### src/rtl/pipeline_ctrl_pkg.sv
// pipe_pkg: pipeline-register control codes and hazard FSM states shared by the pipeline slice.
package pipe_pkg;
    typedef enum logic [1:0] {NORMAL = 2'b00, STALL = 2'b01, FLUSH = 2'b10} ctrl_e;
    typedef enum logic {RUN, REDIRECT_WAIT} state_e;
endpackage

### src/rtl/pipeline_ctrl_if.sv
// pipeline_ctrl_if: hazard inputs from the datapath and control codes back to its pipeline registers.
interface pipeline_ctrl_if #(parameter int REG_ADDR_WIDTH = 5);
    import pipe_pkg::*;
    logic [REG_ADDR_WIDTH-1:0] id_rs1, id_rs2, ex_rd;
    logic ex_mem_read, ex_branch_taken, if_busy, mem_busy, pc_hold;
    ctrl_e ifid_ctrl, idex_ctrl, exmem_ctrl, memwb_ctrl;
    modport master(output id_rs1, id_rs2, ex_rd, ex_mem_read, ex_branch_taken, if_busy, mem_busy,
                   input pc_hold, ifid_ctrl, idex_ctrl, exmem_ctrl, memwb_ctrl);
    modport slave(input id_rs1, id_rs2, ex_rd, ex_mem_read, ex_branch_taken, if_busy, mem_busy,
                  output pc_hold, ifid_ctrl, idex_ctrl, exmem_ctrl, memwb_ctrl);
endinterface

### src/rtl/pipeline_ctrl_sat_counter.sv
// sat_counter: saturating up-counter with synchronous clear.
module sat_counter #(parameter int WIDTH = 16) (
    input  logic             clk,
    input  logic             reset,
    input  logic             inc,
    input  logic             clr,
    output logic [WIDTH-1:0] cnt
);
    always_ff @(posedge clk) begin
        if (reset || clr) cnt <= '0;
        else if (inc && !(&cnt)) cnt <= cnt + 1'b1;
    end
endmodule

### src/rtl/pipeline_ctrl.sv
// pipeline_ctrl: prioritised stall/flush control for a 5-stage pipeline with performance counters.
module pipeline_ctrl
    import pipe_pkg::*;
#(
    parameter int REG_ADDR_WIDTH = 5,
    parameter int CNT_WIDTH      = 16
) (
    input  logic                 clk,
    input  logic                 reset,
    input  logic                 perf_clr,
    pipeline_ctrl_if.slave       p,
    output logic [CNT_WIDTH-1:0] stall_cnt,
    output logic [CNT_WIDTH-1:0] redirect_cnt
);
    state_e state, state_nxt;
    logic [REG_ADDR_WIDTH-1:0] rd;
    logic load_use, redirect;
    assign rd = p.ex_rd;
    assign load_use = p.ex_mem_read && rd != '0 && (rd == p.id_rs1 || rd == p.id_rs2);
    always_comb begin
        p.pc_hold    = 1'b0;
        p.ifid_ctrl  = NORMAL;
        p.idex_ctrl  = NORMAL;
        p.exmem_ctrl = NORMAL;
        p.memwb_ctrl = NORMAL;
        state_nxt    = state;
        redirect     = 1'b0;
        if (reset) begin
            p.pc_hold    = 1'b1;
            p.ifid_ctrl  = FLUSH;
            p.idex_ctrl  = FLUSH;
            p.exmem_ctrl = FLUSH;
            p.memwb_ctrl = FLUSH;
            state_nxt    = RUN;
        end else if (p.mem_busy) begin
            p.pc_hold    = 1'b1;
            p.ifid_ctrl  = STALL;
            p.idex_ctrl  = STALL;
            p.exmem_ctrl = STALL;
            p.memwb_ctrl = FLUSH;
        end else if (state == REDIRECT_WAIT) begin
            // stale fetch still outstanding: hold PC until it drains, discarding what arrives
            p.pc_hold   = 1'b1;
            p.ifid_ctrl = FLUSH;
            state_nxt   = p.if_busy ? REDIRECT_WAIT : RUN;
        end else if (p.ex_branch_taken) begin
            p.ifid_ctrl = FLUSH;
            p.idex_ctrl = FLUSH;
            redirect    = 1'b1;
            state_nxt   = p.if_busy ? REDIRECT_WAIT : RUN;
        end else if (load_use) begin
            p.pc_hold   = 1'b1;
            p.ifid_ctrl = STALL;
            p.idex_ctrl = FLUSH;
        end else if (p.if_busy) begin
            p.pc_hold   = 1'b1;
            p.ifid_ctrl = FLUSH;
        end
    end
    always_ff @(posedge clk) state <= state_nxt;
    sat_counter #(.WIDTH(CNT_WIDTH)) u_stall (
        .clk(clk), .reset(reset), .inc(p.pc_hold), .clr(perf_clr), .cnt(stall_cnt)
    );
    sat_counter #(.WIDTH(CNT_WIDTH)) u_redirect (
        .clk(clk), .reset(reset), .inc(redirect), .clr(perf_clr), .cnt(redirect_cnt)
    );
endmodule

### src/flat_wrapper.sv
// flat-port wrapper written by rule: the top's interface ports become plain ports
module pipeline_ctrl_flat import pipe_pkg::*;
#(
    parameter int REG_ADDR_WIDTH = 5,
    parameter int CNT_WIDTH      = 16
)
  (clk, reset, perf_clr, stall_cnt, redirect_cnt, p_id_rs1, p_id_rs2, p_ex_rd, p_ex_mem_read, p_ex_branch_taken, p_if_busy, p_mem_busy, p_pc_hold, p_ifid_ctrl, p_idex_ctrl, p_exmem_ctrl, p_memwb_ctrl);
  pipeline_ctrl_if #(.REG_ADDR_WIDTH(REG_ADDR_WIDTH)) p_i ();
  input  logic clk;
  input  logic reset;
  input  logic perf_clr;
  output logic [CNT_WIDTH-1:0] stall_cnt;
  output logic [CNT_WIDTH-1:0] redirect_cnt;
  input wire logic [$bits(p_i.id_rs1)-1:0] p_id_rs1;
  input wire logic [$bits(p_i.id_rs2)-1:0] p_id_rs2;
  input wire logic [$bits(p_i.ex_rd)-1:0] p_ex_rd;
  input wire logic [$bits(p_i.ex_mem_read)-1:0] p_ex_mem_read;
  input wire logic [$bits(p_i.ex_branch_taken)-1:0] p_ex_branch_taken;
  input wire logic [$bits(p_i.if_busy)-1:0] p_if_busy;
  input wire logic [$bits(p_i.mem_busy)-1:0] p_mem_busy;
  output wire logic [$bits(p_i.pc_hold)-1:0] p_pc_hold;
  output wire logic [$bits(p_i.ifid_ctrl)-1:0] p_ifid_ctrl;
  output wire logic [$bits(p_i.idex_ctrl)-1:0] p_idex_ctrl;
  output wire logic [$bits(p_i.exmem_ctrl)-1:0] p_exmem_ctrl;
  output wire logic [$bits(p_i.memwb_ctrl)-1:0] p_memwb_ctrl;
  assign p_i.id_rs1 = p_id_rs1;
  assign p_i.id_rs2 = p_id_rs2;
  assign p_i.ex_rd = p_ex_rd;
  assign p_i.ex_mem_read = p_ex_mem_read;
  assign p_i.ex_branch_taken = p_ex_branch_taken;
  assign p_i.if_busy = p_if_busy;
  assign p_i.mem_busy = p_mem_busy;
  assign p_pc_hold = p_i.pc_hold;
  assign p_ifid_ctrl = p_i.ifid_ctrl;
  assign p_idex_ctrl = p_i.idex_ctrl;
  assign p_exmem_ctrl = p_i.exmem_ctrl;
  assign p_memwb_ctrl = p_i.memwb_ctrl;
  pipeline_ctrl #(.REG_ADDR_WIDTH(REG_ADDR_WIDTH), .CNT_WIDTH(CNT_WIDTH)) u_core (.clk(clk), .reset(reset), .perf_clr(perf_clr), .p(p_i), .stall_cnt(stall_cnt), .redirect_cnt(redirect_cnt));
endmodule
### config.mk
export PLATFORM = sky130hd
export DESIGN_NAME = pipeline_ctrl_flat
export DESIGN_NICKNAME = d
export VERILOG_FILES = /design/src/rtl/pipeline_ctrl_pkg.sv /design/src/rtl/pipeline_ctrl_if.sv /design/src/rtl/pipeline_ctrl_sat_counter.sv /design/src/rtl/pipeline_ctrl.sv /design/src/flat_wrapper.sv
export SDC_FILE = /design/constraint.sdc
export NUM_CORES = 1
export LEC_CHECK = 0
export BUFFER_PORTS_ARGS = -buffer_cell sky130_fd_sc_hd__buf_2
export CAP_MARGIN = 10
export CORE_ASPECT_RATIO = 1.75
export CORE_UTILIZATION = 30
export CTS_CLUSTER_DIAMETER = 150
export DETAILED_ROUTE_END_ITERATION = 8
export GPL_ROUTABILITY_DRIVEN = 0
export PLACE_DENSITY_LB_ADDON = 0.2
export SYNTH_ARGS = -nofsm -noshare
export SYNTH_HDL_FRONTEND = slang
export SYNTH_SLANG_ARGS = --single-unit
export TNS_END_PERCENT = 30
### constraint.sdc
create_clock -name clk -period 3.9 [get_ports clk]
set_input_delay 0.195 -clock clk [delete_from_list [all_inputs] [get_ports clk]]
set_output_delay 0.195 -clock clk [all_outputs]
set_load 0.005 [all_outputs]
==> run summary, run 1 <==
Outcome - completed
Period utilization - 54.7%
Layout cell share with drive strength beyond 1 - 30.7%
CTS tree - yes
Yosys reg bits - 33
Post-cts resize count - 0
Sequential fraction of the synthesis area - 34.9%
Die width - 62.0 um
Dpl ws - 1.93 ns
Syn-to-layout area delta - 24.7%
First-pass detailed-route iteration total - 4
Peak VDD IR - 0.000223 V
Commonest non-fill, non-tap cell in the layout - buf_2
FMAX - 469 MHz
Ranking of synthesized cells by area - dfxtp_1, xnor2_1, xor2_1
Initial Utilization - 31.7%
Clk sinks - 33
Multi-input logic area - 1160 um2
Setup violations, final - 0
Clk buf depth - 2
# fillers - 632
Setup repair after global routing missed its margin - no
Initial antenna violation count - 0
Syn avg cell area - 8.60 um2
Syn Std Cell Area - 1890 um2
Seq. cell area - 661 um2
Core footprint - 5970 um2
Initial DRC count - 36
Gr ovfl total - 0
Clk root buf - clkbuf_8
Largest net degree at the start of global routing - 29
DRT antenna net count - 0
DP HPWL - 3630 um
Unique masters post-synth - 49
Internal power - 579 uW
Syn nets - 244
CTS clk-pin slew, worst paths - 0.07 ns
Die area - 6640 um2
Clock network fraction of design power - 44.4%
Hold buffer count at CTS - 0
Depth of the worst register-to-register path - 6
Yosys top cell area share - 34.9%
Worst setup margin - 1.77 ns
Port bufs - 61
Vias/cell - 5.15
Crit Path Category - reg -> out
Worst Hold Class - in -> reg
Die height - 107 um
Slew margin rel. - 48.5%
Crit path max fanout - 7
Lkg Pwr - 0.000951 uW
Cells after synthesis - 220
Minimum clock period - 2.13 ns
Comb pwr share - 10.0%
Ys Warns - 0
Vias in the first global route - 1640
Synth area leader - dfxtp_1
Row count - 37
Switching Fraction - 22.8%
First-pass GRT wire length - 7310 um
Least-Margin Pin Slew - 0.770 ns
H-tree lvl count - 2
Pins Over Slew Limit - 0
Io pins - 63
Total GRT Usage - 14.7%
Hold path cells - 3
P_sw - 171 uW
Average routed wire per standard cell - 13.2 um
Critical Path RT - 3.70 ns
Critical Path End Type - primary output
CTS Buf Count - 5
Setup_tns - 0 ns
# DRC - 0
Clock skew - 0.00866 ns
DR vias - 1842
Final nets - 303
CP startpoint kind - flop
Post-synth EDFFs - 0
Sequential group share of total power - 45.6%
PwrDens - 318 nW/um2
Post-CTS Setup Bufs - 0
Crit path DAT - 1.94 ns
Max Cap Viol - 0
Most used DFF post-synth - dfxtp_1
Commonest non-fill, non-tap cells in the layout - buf_2, dfxtp_1, nor2_1
Final-report hold violation count - 0
Post-synth ARST share - 0%
Detailed-route wire length - 4740 um
Clk_lat worst skew - 0.28 ns
ANT cells - 0
per-layer routing:
layer  up-vias  global-route usage [%]  part of all wire (%)
li1        912                       -                     -
met3         9                    3.02                   4.6
met1       868                    14.5                    39
met2        53                    27.4                    55
met4         0                    6.83                   2.0
met5         -                       0                     0
power groups by stage:
| stage | clock, uW | combinational, uW | sequential, uW |
|---|---|---|---|
| final | 333 | 75.0 | 342 |
| after global routing | 358 | 84.2 | 342 |
| after CTS | 345 | 76.1 | 341 |
| after detailed placement | 0 | 75.7 | 349 |
| after global placement | 0 | 75.7 | 349 |
| after floorplan | 0 | 48.6 | 349 |
synth_stat cells, types with 3 or more instances:
library cell   n
xor2_1        12
nand2_1       18
clkbuf_1       4
or4_1          5
nand4_1       15
and3_1         3
and4_1         4
or3_1          7
o21ai_0        6
xnor2_1       14
nand3_1        9
dfxtp_1       33
a21oi_1       10
inv_1          5
o211ai_1       3
nor2_1        25
or2_2          3
buf_4          3
stage by stage:
step / cell area [um2] / utilization (%) / instances / total power, uW / hold WS, ns
4_1_cts: 2360 / 39.5 / 358 / 762 / 0.202
2_1_floorplan: 1890 / - / 220 / 397 / 0.364
6_report: 2360 / 39.5 / 358 / 749 / 0.209
3_3_place_gp: 2240 / 37.5 / 350 / 425 / 0.488
3_5_place_dp: 2240 / 37.5 / 350 / 425 / 0.487
5_1_grt: 2360 / 39.5 / 358 / 784 / 0.214
kinds of logic (layout without fill, tap and decap cells):
logic type,count (synthesis),in the layout,synth area share (%)
buf+inv,14,74,3.77
compound gates,33,33,13.3
xor+xnor,28,28,13.8
flops,33,33,34.9
mux,1,1,0.529
other cells,1,1,0.198
fa+ha+maj,2,2,1.32
simple gates,108,108,32.2
final timing paths:
| check | startpoint | end | slack (ns) |
|---|---|---|---|
| hold reg to reg | u_core.u_stall.cnt[14]$_SDFFE_PP0P_ | u_core.u_stall.cnt[14]$_SDFFE_PP0P_ | 0.49 |
| setup reg to reg | u_core.u_stall.cnt[0]$_SDFFE_PP0P_ | u_core.u_stall.cnt[5]$_SDFFE_PP0P_ | 1.91 |
| hold / removal | p_if_busy | u_core.state$_SDFFE_PP0N_ | 0.21 |
| setup / recovery | u_core.state$_SDFFE_PP0N_ | p_pc_hold | 1.77 |
cell type report:
| type | count | area share [%] |
|---|---|---|
| Clock buffer | 7 | 3.66 |
| Clock inverter | 1 | 1.27 |
| Inverter | 5 | 0.796 |
| Multi-Input combinational cell | 173 | 49.2 |
| Sequential cell | 33 | 28.0 |
| Tap cell | 78 | 4.14 |
| Timing Repair Buffer | 61 | 12.9 |
flip-flops by register name, summed over array words and instances, names as in the netlist:
register               count
u_core.state               1
u_core.u_stall.cnt        16
u_core.u_redirect.cnt     16
critical path, cell delays in order (launching register included):
cell	delay, ns
dfxtp_1	0.36
nor4_2	0.62
o221ai_4	0.29
nand2_2	0.21
inv_1	0.05
buf_2	0.12
No activity file was read; power rests on OpenSTA's default activity.
==> run 2, diff against run 1 <==
clock period = 1.7 ns   (was 3.9 ns; I/O delays follow)
==> run 2 against run 1 <==
The flow now finishes with violations (setup timing). Combinational power grew to 3.0 times the previous value. Register-to-register slack got worse by 2.0 ns. Clock-buffer cell count unchanged. Wire length grew 13%. Sequential share of layout area decreased by 4.8 points. Sequential power is 130% higher. Total power increased by 140%. Global-route usage grew 2.2 points. Setup slack lost 1.8 ns. Die area stayed put. Clock skew fell by 0.0045 ns. Via count grew 8.6%. Critical path type is now reg -> reg. Largest power group unchanged.
==> run summary, run 2 (synthesized netlist as in run 1, its figures left out) <==
Outcome - finished, violations left
Violated checks - setup timing
Commonest non-fill, non-tap cells in the layout - buf_2, buf_4, dfxtp_1
DP Cell Count - 395
CP startpoint kind - flop
Minimum clock period - 1.75 ns
Vias/cell - 4.87
Pins Over Slew Limit - 0
ANT cells - 0
Largest net degree at the start of global routing - 16
Average routed wire per standard cell - 13.0 um
CTS clk-pin slew, worst paths - 0.07 ns
DRT antenna net count - 0
Worst stage delay on the critical path - 0.34 ns
Clk buf depth - 2
Seq. cell area - 667 um2
Design area - 2870 um2
Clock skew - 0.00416 ns
Peak VDD IR - 0.000497 V
Dpl ws - -0.163 ns
Gr ovfl total - 0
# DRC - 0
Crit path max fanout - 4
Multi-input logic area - 1260 um2
DP Area - 2590 um2
Total GRT Usage - 16.9%
CTS tree - yes
Port bufs - 61
Worst setup margin - -0.0466 ns
Initial antenna violation count - 0
Detailed-route wire length - 5340 um
FMAX - 573 MHz
Vias in the first global route - 1895
Final-report hold violation count - 0
Period utilization - 103%
Die width - 62.0 um
Slew margin rel. - 65.7%
# fillers - 583
Critical path's top delay family - compound AO/OA/AOI/OAI gates
Row count - 37
Setup violations, final - 4
Initial Utilization - 31.7%
Non-Filler Instances - 411
Initial DRC count - 27
Layout cell share with drive strength beyond 1 - 45.3%
Clk_lat worst skew - 0.28 ns
Crit path DAT - 1.93 ns
Worst Hold Class - in -> reg
Max Cap Viol - 0
Syn-to-layout area delta - 51.6%
Lkg Pwr - 0.00125 uW
DR vias - 2001
Critical Path RT - 1.88 ns
Final nets - 356
Biggest regs - u_core.u_redirect.cnt: 16 flops, u_core.u_stall.cnt: 16 flops, u_core.state: 1 flops
First-pass detailed-route iteration total - 4
Io pins - 63
Commonest non-fill, non-tap cell in the layout - buf_2
Core footprint - 5970 um2
H-tree lvl count - 2
Setup_tns - -0.0865 ns
Critical Path End Type - flop
CTS Buf Count - 5
Least-Margin Pin Slew - 0.513 ns
Setup repair after global routing missed its margin - yes
Most used cell along the critical path - o21a_1
Sequence of cells on the critical path - ha_4 > and2_4 > a32oi_4 > nand4_1 > buf_4 > o21a_1 > o21a_1
DP HPWL - 4050 um
Clk sinks - 33
First-pass GRT wire length - 8340 um
PwrDens - 621 nW/um2
Hold buffer count at CTS - 0
Crit Path Category - reg -> reg
Slowest CP cell - dfxtp_2
Buffers & Inverters on Critical Path - 1
Fin util - 48.0%
Die area - 6640 um2
Die height - 107 um
Clk root buf - clkbuf_8
[run 2: path summary, 6_finish.rpt]
kind	startpoint	end	slack [ns]	cells after the start
worst max-delay path	u_core.u_stall.cnt[0]$_SDFFE_PP0P_	u_core.u_stall.cnt[7]$_SDFFE_PP0P_	-0.05	7
worst min-delay path	p_if_busy	u_core.state$_SDFFE_PP0N_	0.10	3
worst max register to register	u_core.u_stall.cnt[0]$_SDFFE_PP0P_	u_core.u_stall.cnt[7]$_SDFFE_PP0P_	-0.05	7
worst min register to register	u_core.u_stall.cnt[9]$_SDFFE_PP0P_	u_core.u_stall.cnt[9]$_SDFFE_PP0P_	0.51	2
[run 2: layout make-up]
cell class / count / area share [%]
Clock buffer: 7 / 3.01
Tap cell: 78 / 3.40
Multi-Input combinational cell: 173 / 44.1
Clock inverter: 1 / 1.05
Timing Repair Buffer: 114 / 24.5
Inverter: 5 / 0.654
Sequential cell: 33 / 23.3
[run 2: tightest hold or removal path, delay by kind of cell]
kind | cells | cell delay [ns]
simple gates | 2 | 0.13
buf+inv | 1 | 0.13
[run 2: what timing repair did]
| action | CTS | global route |
|---|---|---|
| gates resized for setup | 7 | 13 |
| setup endpoints to repair | 26 | 25 |
| setup buffers | 2 | 6 |
| cloned | 0 | 0 |
| hold endpoints to repair | 0 | 0 |
| pin swaps | 7 | 9 |
[run 2: metal layers]
metal	global-route usage [%]	wire, um	vias to the layer above
met4	7.46	148	0
li1	-	-	1020
met2	31.0	2860	57
met5	0	0	-
met1	17.4	2080	913
met3	3.02	251	11
[run 2: report_power, final]
group	internal [uW]	leakage (uW)	switching, uW
sequential	778	0.000268	5.08
combinational	109	0.000927	118
clock	478	0.0000585	293
[run 2: stage by stage]
stage	total power, uW	hold slack (ns)
2_1_floorplan	912	0.251
3_3_place_gp	1000	0.404
3_5_place_dp	1000	0.396
4_1_cts	1790	0.104
5_1_grt	1850	0.110
6_report	1780	0.104
==> run 3, diff against run 2 <==
CELL_PAD_IN_SITES_DETAIL_PLACEMENT = 1   (was not set)
CELL_PAD_IN_SITES_GLOBAL_PLACEMENT = 1   (was not set)
CTS_BUF_LIST = sky130_fd_sc_hd__clkbuf_8 sky130_fd_sc_hd__clkbuf_16   (was not set)
==> run 3 against run 2 <==
The run still ends with setup timing left. Sequential share of layout area is essentially flat. Final area is essentially flat. Combinational power is essentially flat. Die area is the same. Final cell count shrank 0.24%. First-iteration DRC count shrank 19%. Critical endpoint is now u_core.u_stall.cnt[6]$_SDFFE_PP0P_. Highest routed layer unchanged.
==> run summary, run 3 (synthesized netlist as in run 1, its figures left out) <==
Crit path max fanout - 3
R2R Path End - u_core.u_stall.cnt[6]$_SDFFE_PP0P_
Io pins - 63
Pins Over Slew Limit - 0
Setup violations, final - 3
Critical Path End Type - flop
Critical path launch point - u_core.u_stall.cnt[11]$_SDFFE_PP0P_
Slowest CP cell - or4_1
Core footprint - 5970 um2
PwrDens - 566 nW/um2
CP startpoint kind - flop
Outcome - finished, violations left
First-pass GRT wire length - 9380 um
Largest net degree at the start of global routing - 25
Crit path depth - 6
Violated checks - setup timing
Commonest non-fill, non-tap cells in the layout - buf_2, buf_4, dfxtp_1
Setup_tns - -0.0595 ns
Fin util - 48.0%
Clk sinks - 33
Max Cap Viol - 0
Peak VDD IR - 0.000539 V
Clk root buf - clkbuf_8
Worst Hold Class - in -> reg
H-tree lvl count - 2
First-pass detailed-route iteration total - 4
Hold slack - 0.0755 ns
Period utilization - 102%
Depth of the worst register-to-register path - 6
CP endpoint - u_core.u_stall.cnt[6]$_SDFFE_PP0P_
Syn-to-layout area delta - 51.5%
Metal2 WL - 3400 um
CTS clk-pin slew, worst paths - 0.07 ns
M1 wire length - 2180 um
Commonest non-fill, non-tap cell in the layout - buf_2
Overall power - 1620 uW
Comb pwr share - 14.1%
Initial Utilization - 31.7%
Clock network fraction of design power - 37.6%
Lkg Pwr - 0.00124 uW
Sequential group share of total power - 48.3%
Clock skew - 0.0117 ns
Crit path DAT - 1.98 ns
Die height - 107 um
FF-to-FF setup slack - -0.04 ns
Final-report hold violation count - 0
Clk buf depth - 2
ANT cells - 0
Internal power - 1200 uW
Crit Path Category - reg -> reg
Die area - 6640 um2
Die width - 62.0 um
Initial DRC count - 22
Setup repair after global routing missed its margin - yes
Final nets - 356
Gr ovfl total - 0
Total GRT Usage - 19.2%
DR vias - 2050
Critical path's top delay family - simple AND/OR/NAND/NOR gates
Clk_lat worst skew - 0.29 ns
Minimum clock period - 1.74 ns
P_sw - 420 uW
Vias/cell - 5.00
Switching Fraction - 25.9%
Port bufs - 61
CTS tree - yes
# DRC - 0
Worst setup margin - -0.0358 ns
Worst stage delay on the critical path - 0.43 ns
Biggest regs - u_core.u_redirect.cnt: 16 flops, u_core.u_stall.cnt: 16 flops, u_core.state: 1 flops
Average routed wire per standard cell - 14.6 um
Sequence of cells on the critical path - and4_4 > and2_4 > a32oi_4 > nand4_1 > or4_1 > nand2_1
Hold buffer count at CTS - 0
Detailed-route wire length - 5970 um
Buffers & Inverters on Critical Path - 0
DRT antenna net count - 0
# fillers - 744
Initial antenna violation count - 0
DP HPWL - 4660 um
CTS Buf Count - 5
FF-to-FF Start - u_core.u_stall.cnt[11]$_SDFFE_PP0P_
Vias in the first global route - 2077
Met3 wire len - 236 um
Row count - 37
DR top layer - met4
Critical Path RT - 1.94 ns
FMAX - 576 MHz
Layout cell share with drive strength beyond 1 - 46.1%
==> run 3: final cells by class <==
type                            instances  area (um2)  share of cell area [%]
Multi-Input combinational cell        173        1290                    45.0
Clock buffer                            6        82.6                    2.88
Clock inverter                          1        3.75                   0.131
Tap cell                               78        97.6                    3.41
Sequential cell                        33         667                    23.3
Inverter                                5        18.8                   0.655
Timing Repair Buffer                  114         707                    24.7
==> run 3: metal layers <==
metal  vias up  GRT usage [%]
li1       1011              -
met5         -              0
met4         0           8.25
met2        54           36.4
met1       973           18.1
met3        12           4.58
==> run 3: power by group through the flow <==
| stage | logic, uW | clock network (uW) | registers [uW] |
|---|---|---|---|
| after detailed placement | 208 | 0 | 799 |
| after CTS | 223 | 623 | 783 |
| after global routing | 251 | 666 | 783 |
| after floorplan | 112 | 0 | 800 |
| final | 229 | 610 | 783 |
| after global placement | 206 | 0 | 799 |
==> run 3: worst min-delay path by stage <==
stage                                                      to  startpoint  depth (start not counted)  slack [ns]
after global routing      u_core.u_stall.cnt[12]$_SDFFE_PP0P_    perf_clr                          3        0.09
after global placement    u_core.u_stall.cnt[12]$_SDFFE_PP0P_    perf_clr                          3        0.38
after detailed placement  u_core.u_stall.cnt[12]$_SDFFE_PP0P_    perf_clr                          3        0.39
final                     u_core.u_stall.cnt[12]$_SDFFE_PP0P_    perf_clr                          3        0.08
after floorplan                               p_exmem_ctrl[1]       reset                          1        0.25
after CTS                 u_core.u_stall.cnt[12]$_SDFFE_PP0P_    perf_clr                          3        0.08
==> run 3: what timing repair did <==
item,in CTS,in global routing
gates cloned,0,0
setup endpoints to repair,20,27
resized for setup,10,14
pin swaps,8,14
buffers inserted,3,3
==> run 3: worst reg2reg max path, delay by kind of cell, from the launching register on <==
kind               cells  cell delay (ns)
AOI/OAI and AO/OA      1             0.29
and+or+nand+nor        5             1.08
DFF                    1             0.32
==> run 3: through the flow <==
| step | area (um2) | instances | setup WS, ns |
|---|---|---|---|
| 2_1_floorplan | 1900 | 220 | -0.0133 |
| 3_3_place_gp | 2610 | 397 | -0.0998 |
| 3_5_place_dp | 2610 | 397 | -0.141 |
| 4_1_cts | 2770 | 407 | -0.0708 |
| 5_1_grt | 2870 | 410 | -0.100 |
| 6_report | 2870 | 410 | -0.0358 |
